--- src/rtl/mult_seq_pkg.sv ---
// Shared types and sizing for the round-robin sequential multiplier arbiter.
// Latency/backpressure: n/a (declarations only).
package mult_seq_pkg;

   localparam int WIDTH_DEF = 4;

   typedef enum logic [1:0] {
      IDLE = 2'd0,
      RUN  = 2'd1,
      DONE = 2'd2
   } state_t;

   typedef logic req_id_t;

   // Counter must reach WIDTH itself, hence WIDTH+1 states.
   function automatic int cnt_w(input int w);
      return $clog2(w + 1);
   endfunction

   localparam int CNT_W = cnt_w(WIDTH_DEF);

endpackage

--- src/rtl/mult_seq_arbiter_rr_arb2.sv ---
// Two-way round-robin arbiter: the requester that was not served last wins a tie.
// Latency: purely combinational; grants nothing while en is low.
module rr_arb2
   import mult_seq_pkg::*;
(
   input  logic [1:0] req,
   input  req_id_t    last,
   input  logic       en,
   output logic [1:0] gnt
);

   always_comb begin
      gnt = 2'b00;
      if (en) begin
         if (last == 1'b1) begin
            if (req[0])      gnt = 2'b01;
            else if (req[1]) gnt = 2'b10;
         end else begin
            if (req[1])      gnt = 2'b10;
            else if (req[0]) gnt = 2'b01;
         end
      end
   end

endmodule

--- src/rtl/mult_seq_arbiter.sv ---
// One shift-and-add multiplier shared by two requesters; optional per-requester accumulate (MULT_ACCUM_EN).
// Accept at edge N -> rsp_valid after edge N+WIDTH+1; one op in flight, result held until rsp_ready.
module mult_seq_arbiter
   import mult_seq_pkg::*;
#(
   parameter int WIDTH = WIDTH_DEF
) (
   input  logic               clk,
   input  logic               rst_n,
   input  logic [1:0]         req_valid,
   output logic [1:0]         req_ready,
   input  logic [2*WIDTH-1:0] req_m,
   input  logic [2*WIDTH-1:0] req_q,
`ifdef MULT_ACCUM_EN
   input  logic [1:0]         acc_clr,
`endif
   output logic               rsp_valid,
   input  logic               rsp_ready,
   output logic               rsp_id,
   output logic [2*WIDTH-1:0] rsp_p,
   output logic               busy
);

   localparam int PW       = 2 * WIDTH;
   localparam int CNT_BITS = cnt_w(WIDTH);

   state_t              state_q, state_d;
   req_id_t             last_grant_q, last_grant_d;
   req_id_t             id_q, id_d;
   logic [PW-1:0]       m_sh_q, m_sh_d;
   logic [WIDTH-1:0]    q_sh_q, q_sh_d;
   logic [PW-1:0]       acc_q, acc_d;
   logic [CNT_BITS-1:0] cnt_q, cnt_d;
   logic [PW-1:0]       rsp_p_q, rsp_p_d;

   logic [1:0]          gnt;
   logic                accept;
   logic                finish;
   logic                rsp_hs;
   logic [WIDTH-1:0]    win_m;
   logic [WIDTH-1:0]    win_q;
   logic [PW-1:0]       result;

   rr_arb2 u_arb (
      .req  (req_valid),
      .last (last_grant_q),
      .en   (state_q == IDLE),
      .gnt  (gnt)
   );

   assign accept = |(req_valid & gnt);
   assign win_m  = gnt[1] ? req_m[PW-1:WIDTH] : req_m[WIDTH-1:0];
   assign win_q  = gnt[1] ? req_q[PW-1:WIDTH] : req_q[WIDTH-1:0];
   // WIDTH iterations, then one cycle to latch the (possibly accumulated) result.
   assign finish = (state_q == RUN) && (cnt_q == CNT_BITS'(WIDTH));
   assign rsp_hs = (state_q == DONE) && rsp_ready;

`ifdef MULT_ACCUM_EN
   logic [1:0][PW-1:0] accum_q, accum_d;
   logic [PW-1:0]      accum_base;

   // A clear coinciding with the update restarts the sum at this product.
   always_comb begin
      accum_base = acc_clr[id_q] ? '0 : accum_q[id_q];
      result     = accum_base + acc_q;
      for (int i = 0; i < 2; i++) begin
         accum_d[i] = acc_clr[i] ? '0 : accum_q[i];
      end
      if (finish) begin
         accum_d[id_q] = result;
      end
   end

   always_ff @(posedge clk or negedge rst_n) begin
      if (!rst_n) begin
         accum_q <= '0;
      end else begin
         accum_q <= accum_d;
      end
   end
`else
   assign result = acc_q;
`endif

   always_ff @(posedge clk or negedge rst_n) begin
      if (!rst_n) begin
         state_q <= IDLE;
      end else begin
         state_q <= state_d;
      end
   end

   always_comb begin
      state_d = state_q;
      case (state_q)
         IDLE:    if (accept) state_d = RUN;
         RUN:     if (finish) state_d = DONE;
         DONE:    if (rsp_hs) state_d = IDLE;
         default: state_d = IDLE;
      endcase
   end

   always_comb begin
      req_ready = gnt;
      rsp_valid = (state_q == DONE);
      busy      = (state_q != IDLE);
      rsp_id    = id_q;
      rsp_p     = rsp_p_q;
   end

   always_comb begin
      last_grant_d = last_grant_q;
      id_d         = id_q;
      m_sh_d       = m_sh_q;
      q_sh_d       = q_sh_q;
      acc_d        = acc_q;
      cnt_d        = cnt_q;
      rsp_p_d      = rsp_p_q;
      case (state_q)
         IDLE: begin
            if (accept) begin
               id_d   = gnt[1];
               m_sh_d = {{WIDTH{1'b0}}, win_m};
               q_sh_d = win_q;
               acc_d  = '0;
               cnt_d  = '0;
            end
         end
         RUN: begin
            if (finish) begin
               rsp_p_d = result;
            end else begin
               if (q_sh_q[0]) begin
                  acc_d = acc_q + m_sh_q;
               end
               m_sh_d = m_sh_q << 1;
               q_sh_d = q_sh_q >> 1;
               cnt_d  = cnt_q + CNT_BITS'(1);
            end
         end
         DONE: begin
            if (rsp_hs) begin
               last_grant_d = id_q;
            end
         end
         default: ;
      endcase
   end

   always_ff @(posedge clk or negedge rst_n) begin
      if (!rst_n) begin
         last_grant_q <= 1'b1;
         id_q         <= 1'b0;
         m_sh_q       <= '0;
         q_sh_q       <= '0;
         acc_q        <= '0;
         cnt_q        <= '0;
         rsp_p_q      <= '0;
      end else begin
         last_grant_q <= last_grant_d;
         id_q         <= id_d;
         m_sh_q       <= m_sh_d;
         q_sh_q       <= q_sh_d;
         acc_q        <= acc_d;
         cnt_q        <= cnt_d;
         rsp_p_q      <= rsp_p_d;
      end
   end

endmodule

--- config.mk ---
export PLATFORM = sky130hd
export DESIGN_NAME = mult_seq_arbiter
export DESIGN_NICKNAME = d
export VERILOG_FILES = /design/src/rtl/mult_seq_pkg.sv /design/src/rtl/mult_seq_arbiter_rr_arb2.sv /design/src/rtl/mult_seq_arbiter.sv
export SDC_FILE = /design/constraint.sdc
export NUM_CORES = 1
export LEC_CHECK = 0
export BUFFER_PORTS_ARGS = -buffer_cell sky130_fd_sc_hd__buf_2
export CORE_MARGIN = 2
export CORE_UTILIZATION = 50
export DETAILED_ROUTE_END_ITERATION = 6
export PLACE_DENSITY = 0.79
export SYNTH_ARGS = -nofsm -noshare
export SYNTH_HDL_FRONTEND = slang
export SYNTH_SLANG_ARGS = --single-unit
--- constraint.sdc ---
create_clock -name clk -period 2.23 [get_ports clk]
set_input_delay 0.446 -clock clk [delete_from_list [all_inputs] [get_ports clk]]
set_output_delay 0.446 -clock clk [all_outputs]
set_load 0.1 [all_outputs]
Yosys cells after proc, flatten, opt, wreduce, memory -nomap -nowiden
Index checks and enable logic that the tools add are counted.
- reduce and logical (&&, ||, !) cells: 12
- mux-type cells: 25
- equal/unequal tests: 8
- bitwise logic cells: 1
- add/sub/neg operators: 2
- operators by type and width (operator ; count):
    8-bit two-way mux ; 5
    8-bit one-hot mux with 2 select lines ; 2
    2-bit two-way mux ; 8
    4-bit two-way mux ; 4
    8-bit adder ; 1
    2-bit inequality test (second input constant) ; 4
    4-bit one-hot mux with 2 select lines ; 1
    3-bit two-way mux ; 2
    2-bit one-hot mux with 3 select lines ; 1
    3-bit one-hot mux with 2 select lines ; 1
    2-bit AND reduction ; 3
    3-bit AND reduction ; 2
    4-bit AND reduction ; 1
    2-bit nonzero test ; 2
    3-bit by 1-bit adder with 3-bit output (second input constant) ; 1
    3-bit == test (second input constant) ; 1
    2-bit bitwise AND ; 1
    2-bit by 1-bit == test with 1-bit output (second input constant) ; 1
    2-bit == test (second input constant) ; 1
    1-bit logical AND ; 2
    2-bit logical NOT ; 1
    2-bit by 1-bit inequality test with 1-bit output (second input constant) ; 1
    2-bit OR reduction ; 1
    1-bit two-way mux ; 1
- logic and storage cells: 56
- register bits after elaboration: 35
- output and inout bits: 13
- input bits: 21

Longest topological paths before layout
- depth after elaboration: 8
- gate-level depth with buffers: 8
- depth with buffers taken out: 7

Modules after synthesis
A second synthesis with hierarchy kept.
- cell total of the unflattened synthesis: 184
- area total of the unflattened synthesis: 1868.0 µm²
- modules (own cells, without submodules) (module ; area each (µm²) ; sequential area each (µm²) ; instances ; cells each):
    mult_seq_arbiter ; 1846.8 ; 877.1 ; 1 ; 179
    rr_arb2 ; 21.3 ; 0.0 ; 1 ; 5

Least setup slack after synthesis
OpenSTA, ideal clock, no wires.
- kind: reg-to-reg
- start: register state_q[0]
- end: register m_sh_q[0]
- arrival: 2.947 ns
- setup slack: -0.789 ns
- buffers on the path: 0
- period minus slack after synthesis: 3.019 ns
- cell stages (with the launch flop): 6
- data required time: 2.158 ns
- library setup time: 0.072 ns
- cell sequence: dfrtp_1 nor2_1 inv_1 nor2_1 a222oi_1 inv_1
- cells in the longest elaborated chain, start to end: 6
- elaborated cells on any way between the ends: 13
- those cells by class: eq/ne: 3; mux: 4; bitwise: 1; reduce/logical: 5
- RTL lines (item ; RTL line ; source):
    start: declaration ; mult_seq_arbiter.sv:27 ; state_t state_q, state_d;
    start signal: assignment ; mult_seq_arbiter.sv:89 ; state_q <= state_d;
    2-bit logical NOT ; mult_seq_arbiter.sv:47 ; .en (state_q == IDLE),
    2-bit two-way mux ; mult_seq_arbiter_rr_arb2.sv:14 ; if (en) begin
    via req_ready[0] ; mult_seq_arbiter.sv:11 ; output logic [1:0] req_ready,
    2-bit bitwise AND ; mult_seq_arbiter.sv:51 ; assign accept = |(req_valid & gnt);
    2-bit OR reduction ; mult_seq_arbiter.sv:51 ;
    2-bit inequality test (no source line) ; n/a ;
    3-bit AND reduction (no source line) ; n/a ;
    end signal: assignment ; mult_seq_arbiter.sv:162 ; m_sh_q <= m_sh_d;
    end: declaration ; mult_seq_arbiter.sv:30 ; logic [PW-1:0] m_sh_q, m_sh_d;
The timed path passes the listed nets, and every way through them passes these cells. The select of a mux whose other input is x is not followed.
A chain may end at the register's enable or synchronous reset.

Worst setup path after layout
- start: register state_q[0]
- end: output port req_ready[1]
- cells in the longest elaborated chain, start to end: 2
- RTL lines (item ; RTL line):
    2-bit logical NOT ; mult_seq_arbiter.sv:47
    2-bit two-way mux ; mult_seq_arbiter_rr_arb2.sv:14
    end: declaration ; mult_seq_arbiter.sv:11
No other way between the ends.

==> impl_metrics.json <==
{
  "drive_above_1_share": 0.342,
  "worstPathRequired_ps": 1780,
  "cp-startpoint": "state_q[0]",
  "rr_startpoint": "m_sh_q[0]",
  "avgViaCountPerCell": 5.36,
  "io_pins": 34,
  "crit_type": "flop to output pin",
  "first_global_vias": 1355,
  "vias": 1296,
  "drt-initial-drc-count": 64,
  "rsz0062_at_grt": "false",
  "cts_setup_buffers": 0,
  "n_antenna_cell": 0,
  "grt_overflow_total": 0,
  "start_util": 0.533,
  "synthCells": 157,
  "cap_violations": 0,
  "syn_area_um2": 1820,
  "fin_skew_ps": 9.10,
  "seq_area_um2": 877,
  "tns_ps": 0,
  "io_buffers": 33,
  "syn2layout_area_growth_pct": 16.0,
  "die_x_um": 64.3,
  "worst_setup_path_end_kind": "output pin",
  "std_cell_rows": 21,
  "place_congestion": 0.893,
  "critPathMaxFanout": 5,
  "max_clock_freq_mhz": 468,
  "grt_pass1_wl_mm": 6.07,
  "period_share": 0.958,
  "fin_cells": 242,
  "clockBufferDepth": 2,
  "synth-seq-area-share": 0.482,
  "dp_hpwl_mm": 2.59,
  "synth_nets": 188,
  "wl_per_cell_um": 14.2,
  "hold_viol": 0,
  "fillers": 282,
  "synth_warnings": 0,
  "synth_top_cell_area_share": 0.468,
  "wl_mm": 3.44,
  "synth_cell_type_count": 37,
  "cts-buffers-inserted": 5,
  "clk_pin_slew_worst_paths_ps": 110,
  "status": "completed",
  "worstHoldPathType": "primary input to async pin",
  "hold-worst-slack_ps": 161,
  "use_met1": 0.248,
  "clk_latency_ps": 340,
  "grtUsageMet2": 0.301,
  "synth_top_cell_by_area": "dfrtp_1",
  "dieHeight_um": 64.3,
  "core_area_um2": 3420,
  "route.detailed.drc": 0,
  "htreeDepth": 2,
  "busiest_layer": "met2",
  "cp-start-kind": "flop",
  "ant_nets": 0,
  "cp.arrival_ps": 1690,
  "dieArea_um2": 4140,
  "slew_headroom": 0.505,
  "grt_antenna_before_repair": 0,
  "firstDrtPassIters": 4,
  "maxSlewViolCount": 0,
  "worst_slew_pin_slew_ps": 743,
  "final_nets": 226,
  "grt_usage": 0.191,
  "setup_viol": 0,
  "fin_util": 0.618,
  "place_inst": 234,
  "met3_usage": 0.0493,
  "period_needed_ps": 2140,
  "grt_max_degree": 36,
  "synth.avg_cell_area_um2": 11.6,
  "cts_num_sinks": 35,
  "multi_input_area_um2": 870,
  "cts_tree": "yes",
  "ys_seq_elements": 35,
  "root_buffer": "clkbuf_4",
  "netlist_top_cells_area": "dfrtp_1 47%, mux2_2 9.3%, ha_1 6.2%, a22o_1 5.3%, nand2_1 3.9%"
}
## routing by layer
metal	share of wire	up-vias	wire length, µm
met3	0.027	6	94
met5	0	-	0
met2	0.50	16	1710
met4	0.016	0	56
met1	0.46	637	1580
li1	-	637	-
## stage by stage
| step | setup slack [ps] | cell area (µm²) |
|---|---|---|
| after floorplan | 113 | 1830 |
| after global placement | 236 | 2030 |
| after detailed placement | 174 | 2030 |
| after CTS | 67.2 | 2110 |
| after global routing | 15.3 | 2110 |
| final | 94.7 | 2110 |
## layout make-up
cell class / count / area share
Clock buffer: 7 / 0.0308
Clock inverter: 1 / 0.00356
Inverter: 12 / 0.0273
Multi-Input combinational cell: 107 / 0.412
Sequential cell: 35 / 0.416
Tap cell: 46 / 0.0273
Timing Repair Buffer: 34 / 0.0830
## what timing repair did
item                       in CTS  in global routing
setup endpoints to repair       0                  1
hold buffers                    0                  0
gates resized for setup         0                  1
## cell families after synthesis
| family | synth area share |
|---|---|
| multiplexers | 0.126 |
| AO/OA/AOI/OAI | 0.164 |
| AND/OR/NAND/NOR | 0.0825 |
| adder cells (fa/ha/maj) | 0.0729 |
| XOR/XNOR | 0.0289 |
| buffers and inverters | 0.0440 |
| flip-flops | 0.482 |
## critical path, cell delays in order, from the launching register on
cell	delay, ps
dfrtp_1	440
nor2_1	200
nand3_2	120
inv_1	140
buf_2	450
## placed cells by master, fill, tap and decap left out, types with 2 or more instances in the layout
master    count
a21oi_1       4
a222oi_1      2
a22o_1       11
buf_2        32
clkbuf_4      6
clkbuf_8      2
dfrtp_1      34
ha_1          9
inv_1        11
mux2_2       15
mux2i_1       6
nand2_1      19
nand3_1       2
o21ai_0      13
xnor2_1       2
xor2_1        4
## cell usage after synthesis (all sizes together)
cell	number
dfrtp	34
nand2	19
mux2	15
o21ai	14
a22o	11
inv	11
ha	9
mux2i	6
a21oi	5
xor2	4
nand3	3
a222oi	2
buf	2
nor2	2
nor3	2
o211ai	2
xnor2	2
a211oi	1
a21boi	1
a21o	1
a311o	1
and2	1
and2b	1
clkbuf	1
clkinv	1
dfstp	1
fa	1
nand4b	1
nor2b	1
o21a	1
or3	1
## sequential cells by signal, summed over array words and instances (netlist names)
name          cells
rsp_id            1
rsp_p             8
acc_q             8
state_q           2
cnt_q             3
m_sh_q            8
q_sh_q            4
last_grant_q      1
## final timing paths
path	end	slack (ps)	cells after the start
min in group clk	state_q[1]	330	2
worst min register to register	last_grant_q	500	2
worst max-delay path	req_ready[1]	90	4
worst max register to register	acc_q[6]	160	7
max in group asynchronous	m_sh_q[0]	1600	1
worst min-delay path	rsp_p[1]	160	1
Power is left out: the tool's default activity adds up to more than one toggle a clock period on the data nets, which glitch-free logic cannot reach.
